### config.mk
export PLATFORM = sky130hd
export DESIGN_NAME = sampler_trig
export DESIGN_NICKNAME = d
export VERILOG_FILES = /design/src/rtl/sampler_trig.sv
export SDC_FILE = /design/constraint.sdc
export NUM_CORES = 1
export LEC_CHECK = 0
export BUFFER_PORTS_ARGS = -buffer_cell sky130_fd_sc_hd__buf_2
export CORE_MARGIN = 2
export CORE_UTILIZATION = 44
export CTS_BUF_LIST = sky130_fd_sc_hd__clkbuf_4 sky130_fd_sc_hd__clkbuf_8 sky130_fd_sc_hd__clkbuf_16
export DETAILED_ROUTE_END_ITERATION = 8
export MAX_ROUTING_LAYER = met4
export PLACE_DENSITY = 0.66
export SLEW_MARGIN = 20
export SYNTH_ARGS = -nofsm -noshare
export SYNTH_HDL_FRONTEND = slang
export SYNTH_SLANG_ARGS = --single-unit
### constraint.sdc
create_clock -name clk -period 4.09 [get_ports clk]
set_input_delay 0.6135 -clock clk [delete_from_list [all_inputs] [get_ports clk]]
set_output_delay 0.6135 -clock clk [all_outputs]
set_load 0.03 [all_outputs]
### src/rtl/sampler_trig.sv
// ============================================================================
// sampler_trig
// ----------------------------------------------------------------------------
// Triggered logic-analyzer sampler. It synchronises CH asynchronous probe
// inputs and samples them at a programmable rate derived from clk. An arm
// pulse latches the configuration and starts an acquisition. The block then
// waits for a masked level/edge trigger pattern and emits the trigger sample
// plus post_count further samples through a valid/ready output register.
//
// Parameters
//   CH          number of probe channels
//   SYNC_STAGES input synchroniser depth (>= 2)
//   DIV_W       width of the sample-period divider
//   CNT_W       width of the post-trigger sample count
//
// Ports
//   clk          sampling clock
//   reset        asynchronous, active-high reset
//   data_in      asynchronous probe inputs
//   arm          pulse: latch config, start acquisition (IDLE/DONE only)
//   abort        pulse: return to IDLE (wins over arm)
//   div          sample period minus 1
//   trig_mask    1 = channel participates in the trigger
//   trig_value   required level, or edge polarity (1 = rising)
//   trig_edge    1 = edge match, 0 = level match
//   post_count   samples emitted after the trigger sample
//   data_out     captured sample
//   valid        data_out holds an unconsumed sample
//   ready        consumer takes data_out when valid & ready
//   busy         acquisition in progress (ARMED or CAPTURE)
//   triggered    trigger has fired in the current acquisition
//   done         acquisition complete
//   overflow     sticky: a sample was dropped because the output was full
// ============================================================================
module sampler_trig #(
    parameter int CH          = 8,
    parameter int SYNC_STAGES = 2,
    parameter int DIV_W       = 16,
    parameter int CNT_W       = 16
) (
    input  logic             clk,
    input  logic             reset,
    input  logic [CH-1:0]    data_in,
    input  logic             arm,
    input  logic             abort,
    input  logic [DIV_W-1:0] div,
    input  logic [CH-1:0]    trig_mask,
    input  logic [CH-1:0]    trig_value,
    input  logic [CH-1:0]    trig_edge,
    input  logic [CNT_W-1:0] post_count,
    output logic [CH-1:0]    data_out,
    output logic             valid,
    input  logic             ready,
    output logic             busy,
    output logic             triggered,
    output logic             done,
    output logic             overflow
);

    typedef enum logic [1:0] {
        ST_IDLE,
        ST_ARMED,
        ST_CAPTURE,
        ST_DONE
    } state_t;

    state_t state_reg;

    // ------------------------------------------------------------------
    // Input synchroniser: stage 0 takes data_in, the last stage is the
    // sampled value every other piece of logic looks at.
    // ------------------------------------------------------------------
    logic [SYNC_STAGES-1:0][CH-1:0] sync_reg;
    logic [CH-1:0]                  s;

    always_ff @(posedge clk or posedge reset) begin
        if (reset) begin
            sync_reg <= '0;
        end else begin
            sync_reg <= {sync_reg[SYNC_STAGES-2:0], data_in};
        end
    end

    assign s = sync_reg[SYNC_STAGES-1];

    // ------------------------------------------------------------------
    // Latched configuration (only an accepted arm updates it)
    // ------------------------------------------------------------------
    logic [DIV_W-1:0] div_reg;
    logic [CH-1:0]    mask_reg;
    logic [CH-1:0]    value_reg;
    logic [CH-1:0]    edge_reg;
    logic [CNT_W-1:0] post_reg;

    logic active;
    logic arm_ok;

    assign active = (state_reg == ST_ARMED) || (state_reg == ST_CAPTURE);
    assign arm_ok = arm && !abort &&
                    ((state_reg == ST_IDLE) || (state_reg == ST_DONE));

    always_ff @(posedge clk or posedge reset) begin
        if (reset) begin
            div_reg   <= '0;
            mask_reg  <= '0;
            value_reg <= '0;
            edge_reg  <= '0;
            post_reg  <= '0;
        end else if (arm_ok) begin
            div_reg   <= div;
            mask_reg  <= trig_mask;
            value_reg <= trig_value;
            edge_reg  <= trig_edge;
            post_reg  <= post_count;
        end
    end

    // ------------------------------------------------------------------
    // Sample-rate divider. Counts 0..div_reg while acquiring; the tick
    // fires on the terminal count so the first tick lands div+1 clks
    // after the arm edge.
    // ------------------------------------------------------------------
    logic [DIV_W-1:0] div_cnt_reg;
    logic             tick;

    assign tick = active && (div_cnt_reg == div_reg);

    always_ff @(posedge clk or posedge reset) begin
        if (reset) begin
            div_cnt_reg <= '0;
        end else if (abort || arm_ok) begin
            div_cnt_reg <= '0;
        end else if (active) begin
            if (tick) begin
                div_cnt_reg <= '0;
            end else begin
                div_cnt_reg <= div_cnt_reg + DIV_W'(1);
            end
        end
    end

    // Previous ticked sample, seeded at arm so an input that is already
    // at the edge-target level does not count as an edge.
    logic [CH-1:0] prev_reg;

    always_ff @(posedge clk or posedge reset) begin
        if (reset) begin
            prev_reg <= '0;
        end else if (arm_ok || tick) begin
            prev_reg <= s;
        end
    end

    // ------------------------------------------------------------------
    // Per-channel trigger match. An unmasked channel always matches, so
    // an all-zero mask fires on the first tick.
    // ------------------------------------------------------------------
    logic [CH-1:0] ch_hit;
    logic          trig_hit;

    generate
        for (genvar gi = 0; gi < CH; gi++) begin : g_match
            logic level_ok;
            logic edge_ok;
            assign level_ok    = (s[gi] == value_reg[gi]);
            assign edge_ok     = (prev_reg[gi] != value_reg[gi]);
            assign ch_hit[gi]  = !mask_reg[gi] ||
                                 (level_ok && (!edge_reg[gi] || edge_ok));
        end
    endgenerate

    assign trig_hit = &ch_hit;

    // A sample is emitted on the trigger tick and on every capture tick.
    logic emit;

    assign emit = !abort && tick &&
                  (((state_reg == ST_ARMED) && trig_hit) ||
                   (state_reg == ST_CAPTURE));

    // ------------------------------------------------------------------
    // Control FSM with registered status outputs
    // ------------------------------------------------------------------
    logic [CNT_W-1:0] remaining_reg;

    always_ff @(posedge clk or posedge reset) begin
        if (reset) begin
            state_reg     <= ST_IDLE;
            remaining_reg <= '0;
            busy          <= 1'b0;
            done          <= 1'b0;
            triggered     <= 1'b0;
        end else if (abort) begin
            // triggered is kept so software can see why it was aborted
            state_reg <= ST_IDLE;
            busy      <= 1'b0;
            done      <= 1'b0;
        end else begin
            case (state_reg)
                ST_IDLE, ST_DONE: begin
                    if (arm_ok) begin
                        state_reg <= ST_ARMED;
                        busy      <= 1'b1;
                        done      <= 1'b0;
                        triggered <= 1'b0;
                    end
                end
                ST_ARMED: begin
                    if (tick && trig_hit) begin
                        triggered     <= 1'b1;
                        remaining_reg <= post_reg;
                        if (post_reg == '0) begin
                            state_reg <= ST_DONE;
                            busy      <= 1'b0;
                            done      <= 1'b1;
                        end else begin
                            state_reg <= ST_CAPTURE;
                        end
                    end
                end
                ST_CAPTURE: begin
                    // remaining is never 0 here; the last emit happens
                    // while it still reads 1.
                    if (tick) begin
                        remaining_reg <= remaining_reg - CNT_W'(1);
                        if (remaining_reg == CNT_W'(1)) begin
                            state_reg <= ST_DONE;
                            busy      <= 1'b0;
                            done      <= 1'b1;
                        end
                    end
                end
                default: begin
                    state_reg <= ST_IDLE;
                    busy      <= 1'b0;
                    done      <= 1'b0;
                end
            endcase
        end
    end

    // ------------------------------------------------------------------
    // Output register. A full, unaccepted register drops the new sample
    // and flags overflow; data_out keeps the older sample.
    // ------------------------------------------------------------------
    always_ff @(posedge clk or posedge reset) begin
        if (reset) begin
            data_out <= '0;
            valid    <= 1'b0;
            overflow <= 1'b0;
        end else if (abort) begin
            valid <= 1'b0;
        end else if (arm_ok) begin
            valid    <= 1'b0;
            overflow <= 1'b0;
        end else if (emit) begin
            if (valid && !ready) begin
                overflow <= 1'b1;
            end else begin
                data_out <= s;
                valid    <= 1'b1;
            end
        end else if (valid && ready) begin
            valid <= 1'b0;
        end
    end

endmodule
* Yosys cells after proc, flatten, opt, wreduce, memory -nomap -nowiden
Index checks and enable logic that the tools add are counted.
Cells by class: multiplexer cells 37, reduce and logical (&&, ||, !) cells 73, equality and inequality tests 30, $add $sub $neg 2, bitwise gates (word level) 3
Operators with widths (count):
- $mux W16 | 5
- $pmux W16 S2 | 1
- $mux W1 | 22
- $logic_or A1 B1 Y1 | 21
- $logic_not A1 Y1 | 18
- $logic_and A1 B1 Y1 | 17
- $add A16 B1 Y16 const B | 1
- $eq A16 B1 Y1 const B | 1
- $eq A16 B16 Y1 | 1
- $logic_not A16 Y1 | 1
- $reduce_and A4 Y1 | 4
- $sub A16 B1 Y16 const B | 1
- $mux W2 | 5
- $reduce_bool A2 Y1 | 5
- $ne A3 B2 Y1 const B | 3
- $eq A1 B1 Y1 | 8
- $ne A1 B1 Y1 | 8
- $reduce_and A8 Y1 | 1
- $ne A3 B3 Y1 const B | 2
- $pmux W1 S3 | 2
- $pmux W2 S3 | 1
- $reduce_and A5 Y1 | 1
- $eq A2 B2 Y1 const B | 2
- $ne A2 B2 Y1 const B | 2
- other kinds (10) | 12
Word-level totals: bits in registers 127, output and inout bits 13

* Depth between registers and ports, before layout
Gate-level depths: netlist (run 1).
word-level depth 11, mapped depth 9, gate-level depth less buffers 8

* Worst setup path before layout (run 1)
OpenSTA, ideal clock, no wires.
path type register to register, from register state_reg[0], to register div_reg[0], slack 1.776 ns, period minus slack after synthesis 2.314 ns, cell stages (with the launch flop) 10, arrival 2.189 ns, buffers on the path 3, cells stage by stage dfrtp_1 > inv_1 > ha_1 > buf_2 > clkinv_1 > nor2_1 > nand2_1 > buf_1 > clkbuf_1 > mux2_2
On the way: cells in the longest elaborated chain, start to end 3, elaborated cells between the ends (all ways) 4, those cells by class eq/ne (1); reduce/logical (3)
RTL lines:
- from (decl) | RTL line 67 | state_t state_reg;
- from (signal assigned) | RTL line 188 | state_reg <= ST_IDLE;
- from (signal assigned) | RTL line 195 | state_reg <= ST_IDLE;
- from (signal assigned) | RTL line 202 | state_reg <= ST_ARMED;
- $eq A2 B2 Y1 / $logic_not A2 Y1 (equally long branches) | RTL line 100 | ((state_reg == ST_IDLE) || (state_reg == ST_DONE));
- $logic_or A1 B1 Y1 (*) | RTL line 100
- $logic_and A1 B1 Y1 (*) | RTL line 99 | assign arm_ok = arm && !abort &&
- to (signal assigned) | RTL line 110 | div_reg <= div;
- to (decl) | RTL line 89 | logic [DIV_W-1:0] div_reg;
Every way passes the cells marked *; elsewhere a longest branch is shown, timed or not. A chain may end at the register's enable or synchronous reset.

* Final worst setup path (run 1)
from register state_reg[0], to register remaining_reg[3]
On the way: cells in the longest elaborated chain, start to end 6, elaborated cells between the ends (all ways) 10, those cells by class eq/ne (4); mux (1); reduce/logical (5)
RTL lines:
- $eq A2 B1 Y1 / $eq A2 B2 Y1 (equally long branches) | RTL line 98, 199
- $logic_or A1 B1 Y1 | RTL line 98 | assign active = (state_reg == ST_ARMED) || (state_reg == ST_CAPTURE);
- $logic_and A1 B1 Y1 | RTL line 126 | assign tick = active && (div_cnt_reg == div_reg);
- $logic_and A1 B1 Y1 | RTL line 209 | if (tick && trig_hit) begin
- $ne A2 B1 Y1 (no line)
- $reduce_and A4 Y1 (no line)
- to (signal assigned) | RTL line 211 | remaining_reg <= post_reg;
- to (signal assigned) | RTL line 225 | remaining_reg <= remaining_reg - CNT_W'(1);
- to (decl) | RTL line 184 | logic [CNT_W-1:0] remaining_reg;
Parallel ways exist; a longest one is shown, timed or not.

==> results of run 1 <==
[metal layers]
metal | vias up | global-route usage (%)
met3 | 15 | 5.94
met4 | 0 | 7.50
met5 | - | -
li1 | 1999 | -
met2 | 111 | 30.6
met1 | 2085 | 25.9
[path summary, 6_finish.rpt]
kind	end	slack (ps)	depth (start not counted)
worst max-delay path	remaining_reg[3]	1200	6
worst min-delay path	sync_reg[4]	300	1
min in group asynchronous	mask_reg[5]	380	3
worst max register to register	remaining_reg[3]	1200	6
max in group asynchronous	div_reg[14]	3230	3
worst min register to register	s[4]	350	0
[cell usage in the layout, fill, tap and decap left out, types with 11 or more instances in the layout]
master / Yosys / routed
clkbuf_16: 0 / 17
nand2_1: 25 / 24
inv_1: 14 / 13
nor3_1: 14 / 14
buf_2: 3 / 81
nand2b_1: 11 / 11
mux2_2: 76 / 76
nor2_1: 36 / 36
o21ai_0: 22 / 22
xnor2_1: 18 / 18
dfrtp_1: 127 / 127
[final cells by class]
type | count | area (sq um)
well taps | 176 | 220
fillers | 1178 | 6100
repair buffers | 86 | 455
multi-input cells | 336 | 2550
clock inverters | 10 | 113
clock buffers | 21 | 468
inverters | 15 | 58.8
flip-flops and latches | 127 | 3180
[cell usage after synthesis (all sizes together), types with 11 or more instances]
cell type	n
nor2	36
inv	14
o21ai	22
clkbuf	13
nor3	16
xnor2	18
nor4	11
mux2	76
dfrtp	127
nand2b	11
nand2	25
[through the flow]
stage / instances / power (W) / setup slack [ps] / utilization (%) / hold slack [ps]
after global placement: 740 / 0.00308 / 1310 / 49.1 / 332
after CTS: 771 / 0.00464 / 1200 / 53.5 / 280
after detailed placement: 740 / 0.00314 / 1210 / 49.1 / 335
final: 771 / 0.00460 / 1200 / 53.6 / 302
after global routing: 771 / 0.00487 / 881 / 53.6 / 279
after floorplan: 500 / 0.00281 / 92.2 / - / 331
[where the power goes]
group          internal, W  total [W]  switching, W
registers          0.00162    0.00190      0.000280
clock network     0.000936    0.00147      0.000538
logic             0.000630    0.00123      0.000596
total              0.00319    0.00460       0.00141
[kinds of logic after synthesis]
group,Yosys count
DFF,127
muxes,79
and+or+nand+nor,136
AOI/OAI and AO/OA,95
adders and majority gates,5
xor gates and xnor gates,21
buffers and inverters,37
==> results.sh, run 1 <==
export IMPL_outcome="finished clean"
export IMPL_synth_area_mux_share_pct=15.1
export IMPL_synthXorXnorAreaFrac_pct=3.14
export IMPL_final_max_slew_viol_count=0
export IMPL_syn_inst=500
export IMPL_dr_max_layer_used="met4"
export IMPL_cts_tree="built"
export IMPL_yosysUniqueCellTypes=54
export IMPL_path_class="flop to flop"
export IMPL_met3WireLength_microns=646
export IMPL_rr_startpoint="state_reg[0]"
export IMPL_core_area_sq_mm=0.0131
export IMPL_fmax_mhz=346
export IMPL_worst_pin_slew_ps=786
export IMPL_die_height_microns=119
export IMPL_ir_drop_mv=0.496
export IMPL_antennaDiodeCount=0
export IMPL_synth_seq_cells=127
export IMPL_avgSynthCellArea_sq_um=11.7
export IMPL_clock_latency_ps=420
export IMPL_grt_overflow=0
export IMPL_via_per_inst=5.46
export IMPL_async_reset_ff_share_pct=100
export IMPL_start_util_pct=44.6
export IMPL_die_area_sq_mm=0.0143
export IMPL_yosys_area_top_type="dfrtp_1"
export IMPL_drc_errors=0
export IMPL_htree_levels=4
export IMPL_placementRows=42
export IMPL_post_cts_resized=0
export IMPL_fin_tns_setup_ps=0
export IMPL_hpwl_microns=8800
export IMPL_synth_compound_area_share_pct=12.1
export IMPL_drt_met1_wl_microns=5910
export IMPL_fin_worst_skew_ps=8.83
export IMPL_synth_top_area_share_pct=54.2
export IMPL_die_w_microns=119
export IMPL_min_path_type="primary input to flop"
export IMPL_syn_area_sq_mm=0.00586
export IMPL_grt_usage_pct=20.2
export IMPL_cts_hold_buf=0
export IMPL_rsz0062_at_grt="false"
export IMPL_synth_edf_count=0
export IMPL_final_nets=657
export IMPL_synth_warning_count=0
export IMPL_crit_path_top_delay_cell="a41oi_2"
export IMPL_final_area_sq_mm=0.00704
export IMPL_ys_flop_type="dfrtp_1"
export IMPL_syn_num_nets=574
export IMPL_grt_pass1_wl_microns=21700
export IMPL_arrival_ps=3150
export IMPL_p_leak_nw=3.17
export IMPL_port_buffers=81
export IMPL_grt_pass1_vias=4363
export IMPL_wl_per_cell_microns=16.7
export IMPL_drive_gt1_share_pct=34.1
export IMPL_cts_setup_buffers=0
export IMPL_cp_slowest_stage_delay_ps=730
export IMPL_path_cells="inv_1, ha_1, clkinv_1, a41oi_2, or2_0, o21ai_0"
export IMPL_cp_start_kind="flop"
export IMPL_ant_nets=0
export IMPL_synth_area_top_cells="dfrtp_1 (54%), mux2_2 (15%), xnor2_1 (2.7%)"
export IMPL_synthAdderAreaFrac_pct=1.07
export IMPL_placed_area_sq_mm=0.00645
export IMPL_antenna_found_initial=0
export IMPL_holdCritStartpoint="data_in[4]"
export IMPL_setup_viol=0
export IMPL_cp_top_family="compound AO/OA/AOI/OAI gates"
export IMPL_p_per_area_mw_per_mm2=654
export IMPL_cap_viol_max_count=0
export IMPL_synthSimpleGateAreaFrac_pct=11.9
export IMPL_worstSetupEndpointType="flop"
export IMPL_io_pins=82
export IMPL_cts_sinks=127
export IMPL_clockBufferDepth=2
export IMPL_grt_max_degree=128
export IMPL_min_period_ps=2890
export IMPL_gp_congestion=0.835
export IMPL_cts_root_buf="clkbuf_16"
export IMPL_finalHoldViolations=0
export IMPL_numCtsBuffers=17
export IMPL_synth_top_family_by_area="multiplexers"
export IMPL_ys_seq_area_share_pct=54.2
export IMPL_firstDrtPassIters=4
export IMPL_cp_max_fo=17
export IMPL_area_delta_synth_final_pct=20.2
export IMPL_cp_required_ps=4350
export IMPL_num_vias=4210
export IMPL_min_period_over_period_pct=70.7
export IMPL_path_buf_inv=2
export IMPL_drtIter0Drc=263
export IMPL_clkTransAtPathRegs_ps=60
export IMPL_wl_met2_microns=6140
export IMPL_routed_wl_microns=12900
export IMPL_relSlewSlack_pct=47.6
export IMPL_cp_startpoint="state_reg[0]"
Note: power is estimated with default switching activity, not from simulation.
==> run 2, diff against run 1 <==
ABC_AREA = 1   (was not set)
clock period = 2.6 ns   (was 4.09 ns; I/O delays follow)
==> run 2 against run 1 <==
Against the previous run:
- maximum frequency up 36%
- critical endpoint is now div_reg[15]
- synthesized cell count up 55%
- combinational power up 100%
==> results.sh, run 2 <==
export IMPL_antennaDiodeCount=0
export IMPL_num_vias=5053
export IMPL_antenna_found_initial=0
export IMPL_power_switching_w=0.00295
export IMPL_place_inst=1021
export IMPL_worst_pin_slew_ps=815
export IMPL_cts_hold_buf=1
export IMPL_die_area_sq_mm=0.0150
export IMPL_cts_setup_buffers=0
export IMPL_ant_nets=0
export IMPL_cts_tree="built"
export IMPL_layout_commonest_cell="nand2_1"
export IMPL_drtIter0Drc=329
export IMPL_fin_tns_setup_ps=0
export IMPL_clockBufferDepth=2
export IMPL_power_internal_w=0.00499
export IMPL_pwr_share_seq_pct=39.2
export IMPL_grt_usage_pct=20.8
export IMPL_reg2reg_depth=8
export IMPL_syn_num_nets=848
export IMPL_relSlewSlack_pct=45.3
export IMPL_ir_drop_mv=0.598
export IMPL_placementRows=43
export IMPL_synth_edf_count=0
export IMPL_dr_max_layer_used="met4"
export IMPL_firstDrtPassIters=6
export IMPL_synth_area_top_cells="dfrtp_1 (51%), nand2_1 (17%), o21ai_0 (5.3%)"
export IMPL_mostFrequentLayoutCells="nand2_1 (286), dfrtp_1 (127), buf_2 (81), inv_1 (66), o21ai_0 (65)"
export IMPL_synth_seq_cells=127
export IMPL_htree_levels=4
export IMPL_p_per_area_mw_per_mm2=1080
export IMPL_path_class="flop to flop"
export IMPL_setup_viol=0
export IMPL_min_period_over_period_pct=81.7
export IMPL_layout_cells_non_filler=1054
export IMPL_cp_start_kind="flop"
export IMPL_async_reset_ff_share_pct=100
export IMPL_die_w_microns=123
export IMPL_yosysUniqueCellTypes=33
export IMPL_min_period_ps=2120
export IMPL_r2r_slack_ps=480
export IMPL_wl_per_cell_microns=12.9
export IMPL_critPathCapture="div_reg[15]"
export IMPL_avgSynthCellArea_sq_um=7.99
export IMPL_via_per_inst=4.79
export IMPL_arrival_ps=2400
export IMPL_wl_met2_microns=6110
export IMPL_core_area_sq_mm=0.0138
export IMPL_grt_max_degree=91
export IMPL_yosys_area_top_type="dfrtp_1"
export IMPL_met3WireLength_microns=674
export IMPL_ys_flop_type="dfrtp_1"
export IMPL_syn_inst=774
export IMPL_synth_warning_count=0
export IMPL_fill_cells=1335
export IMPL_syn_area_sq_mm=0.00619
export IMPL_post_cts_resized=0
export IMPL_worstReg2RegEnd="div_reg[15]"
export IMPL_clkTransAtPathRegs_ps=60
export IMPL_rsz0062_at_grt="false"
export IMPL_cap_viol_max_count=0
export IMPL_grt_pass1_wl_microns=23300
export IMPL_cp_required_ps=2870
export IMPL_yosys_top_cells_count="nand2_1 (286), dfrtp_1 (127), inv_1 (68), o21ai_0 (65), nor2_1 (62)"
export IMPL_fin_worst_skew_ps=7.48
export IMPL_min_path_type="primary input to flop"
export IMPL_final_max_slew_viol_count=0
export IMPL_area_delta_synth_final_pct=19.2
export IMPL_port_buffers=81
export IMPL_fmax_mhz=471
export IMPL_gp_congestion=0.811
export IMPL_cp_max_fo=77
export IMPL_finalHoldViolations=0
export IMPL_power_frac_comb_pct=31.3
export IMPL_hpwl_microns=9370
export IMPL_grt_pass1_vias=4871
export IMPL_drive_gt1_share_pct=19.9
export IMPL_start_util_pct=44.7
export IMPL_p_leak_nw=3.73
export IMPL_cts_root_buf="clkbuf_16"
export IMPL_drt_met1_wl_microns=6610
export IMPL_drc_errors=0
export IMPL_clkPwrFrac_pct=29.5
export IMPL_final_nets=935
export IMPL_worstSetupEndpointType="flop"
export IMPL_numCtsBuffers=17
export IMPL_swShare_pct=37.1
export IMPL_yosys_cell_count_top_type="nand2_1"
export IMPL_seqCellArea_sq_mm=0.00318
export IMPL_synth_top_area_share_pct=51.4
export IMPL_rr_startpoint="state_reg[0]"
export IMPL_cts_sinks=127
export IMPL_grt_overflow=0
export IMPL_routed_wl_microns=13600
export IMPL_die_height_microns=123
export IMPL_cp_startpoint="state_reg[0]"
export IMPL_multi_input_area_sq_mm=0.00260
export IMPL_ys_seq_area_share_pct=51.4
export IMPL_outcome="finished clean"
export IMPL_io_pins=82
export IMPL_clock_latency_ps=430
[run 2: worst min-delay path by stage]
stage / startpoint / end / slack, ps / cells past startpoint
after CTS: data_in[5] / sync_reg[5] / 50 / 1
after floorplan: sync_reg[0] / s[0] / 330 / 0
after global routing: data_in[5] / sync_reg[5] / 40 / 1
after global placement: reset / s[6] / 300 / 2
final: data_in[5] / sync_reg[5] / 70 / 1
after detailed placement: reset / sync_reg[2] / 310 / 2
[run 2: metrics by stage]
| step | power, W | hold WS (ps) | cell area (sq um) | setup slack, ps | utilization [%] |
|---|---|---|---|---|---|
| final | 0.00794 | 66.2 | 7380 | 476 | 53.4 |
| after global routing | 0.00859 | 41.0 | 7380 | 194 | 53.4 |
| after CTS | 0.00802 | 48.4 | 7380 | 454 | 53.4 |
| after detailed placement | 0.00562 | 308 | 6780 | 456 | 49.0 |
| after global placement | 0.00557 | 305 | 6780 | 562 | 49.0 |
| after floorplan | 0.00501 | 331 | 6190 | 643 | - |
[run 2: power by group through the flow]
| stage | sequential, W | combinational, W | clock, W |
|---|---|---|---|
| after floorplan | 0.00304 | 0.00197 | 0 |
| after global placement | 0.00313 | 0.00243 | 0 |
| after global routing | 0.00321 | 0.00289 | 0.00249 |
| after CTS | 0.00311 | 0.00252 | 0.00239 |
| final | 0.00311 | 0.00248 | 0.00234 |
| after detailed placement | 0.00313 | 0.00249 | 0 |
[run 2: cell families (layout without fill, tap and decap cells)]
family,count (synthesis),in the layout,share of synthesized area [%]
AND/OR/NAND/NOR,419,419,28.3
flip-flops,127,127,51.4
AO/OA/AOI/OAI,109,109,10.5
buffers and inverters,99,199,6.63
XOR/XNOR,12,12,1.70
adder cells (fa/ha/maj),5,5,1.01
multiplexers,3,3,0.506
[run 2: routing by layer]
layer / global-route usage [%] / up-vias
li1: - / 2639
met1: 27.8 / 2304
met2: 30.5 / 94
met3: 6.83 / 16
met4: 6.03 / 0
met5: - / -
[run 2: cell type report]
| class | instances | share of cell area, % |
|---|---|---|
| Sequential cell | 127 | 43.1 |
| Multi-Input combinational cell | 548 | 35.2 |
| Timing Repair Buffer | 91 | 6.72 |
| Clock buffer | 20 | 6.16 |
| Inverter | 76 | 3.92 |
| Tap cell | 180 | 3.05 |
| Clock inverter | 12 | 1.85 |
[run 2: critical path: stages, from the launching register on]
cell and delay [ps]:
dfrtp_1 370, inv_1 50, ha_1 340, inv_1 110, nor2_1 150, nand2_1 110
inv_2 70, buf_4 590, o21ai_0 170
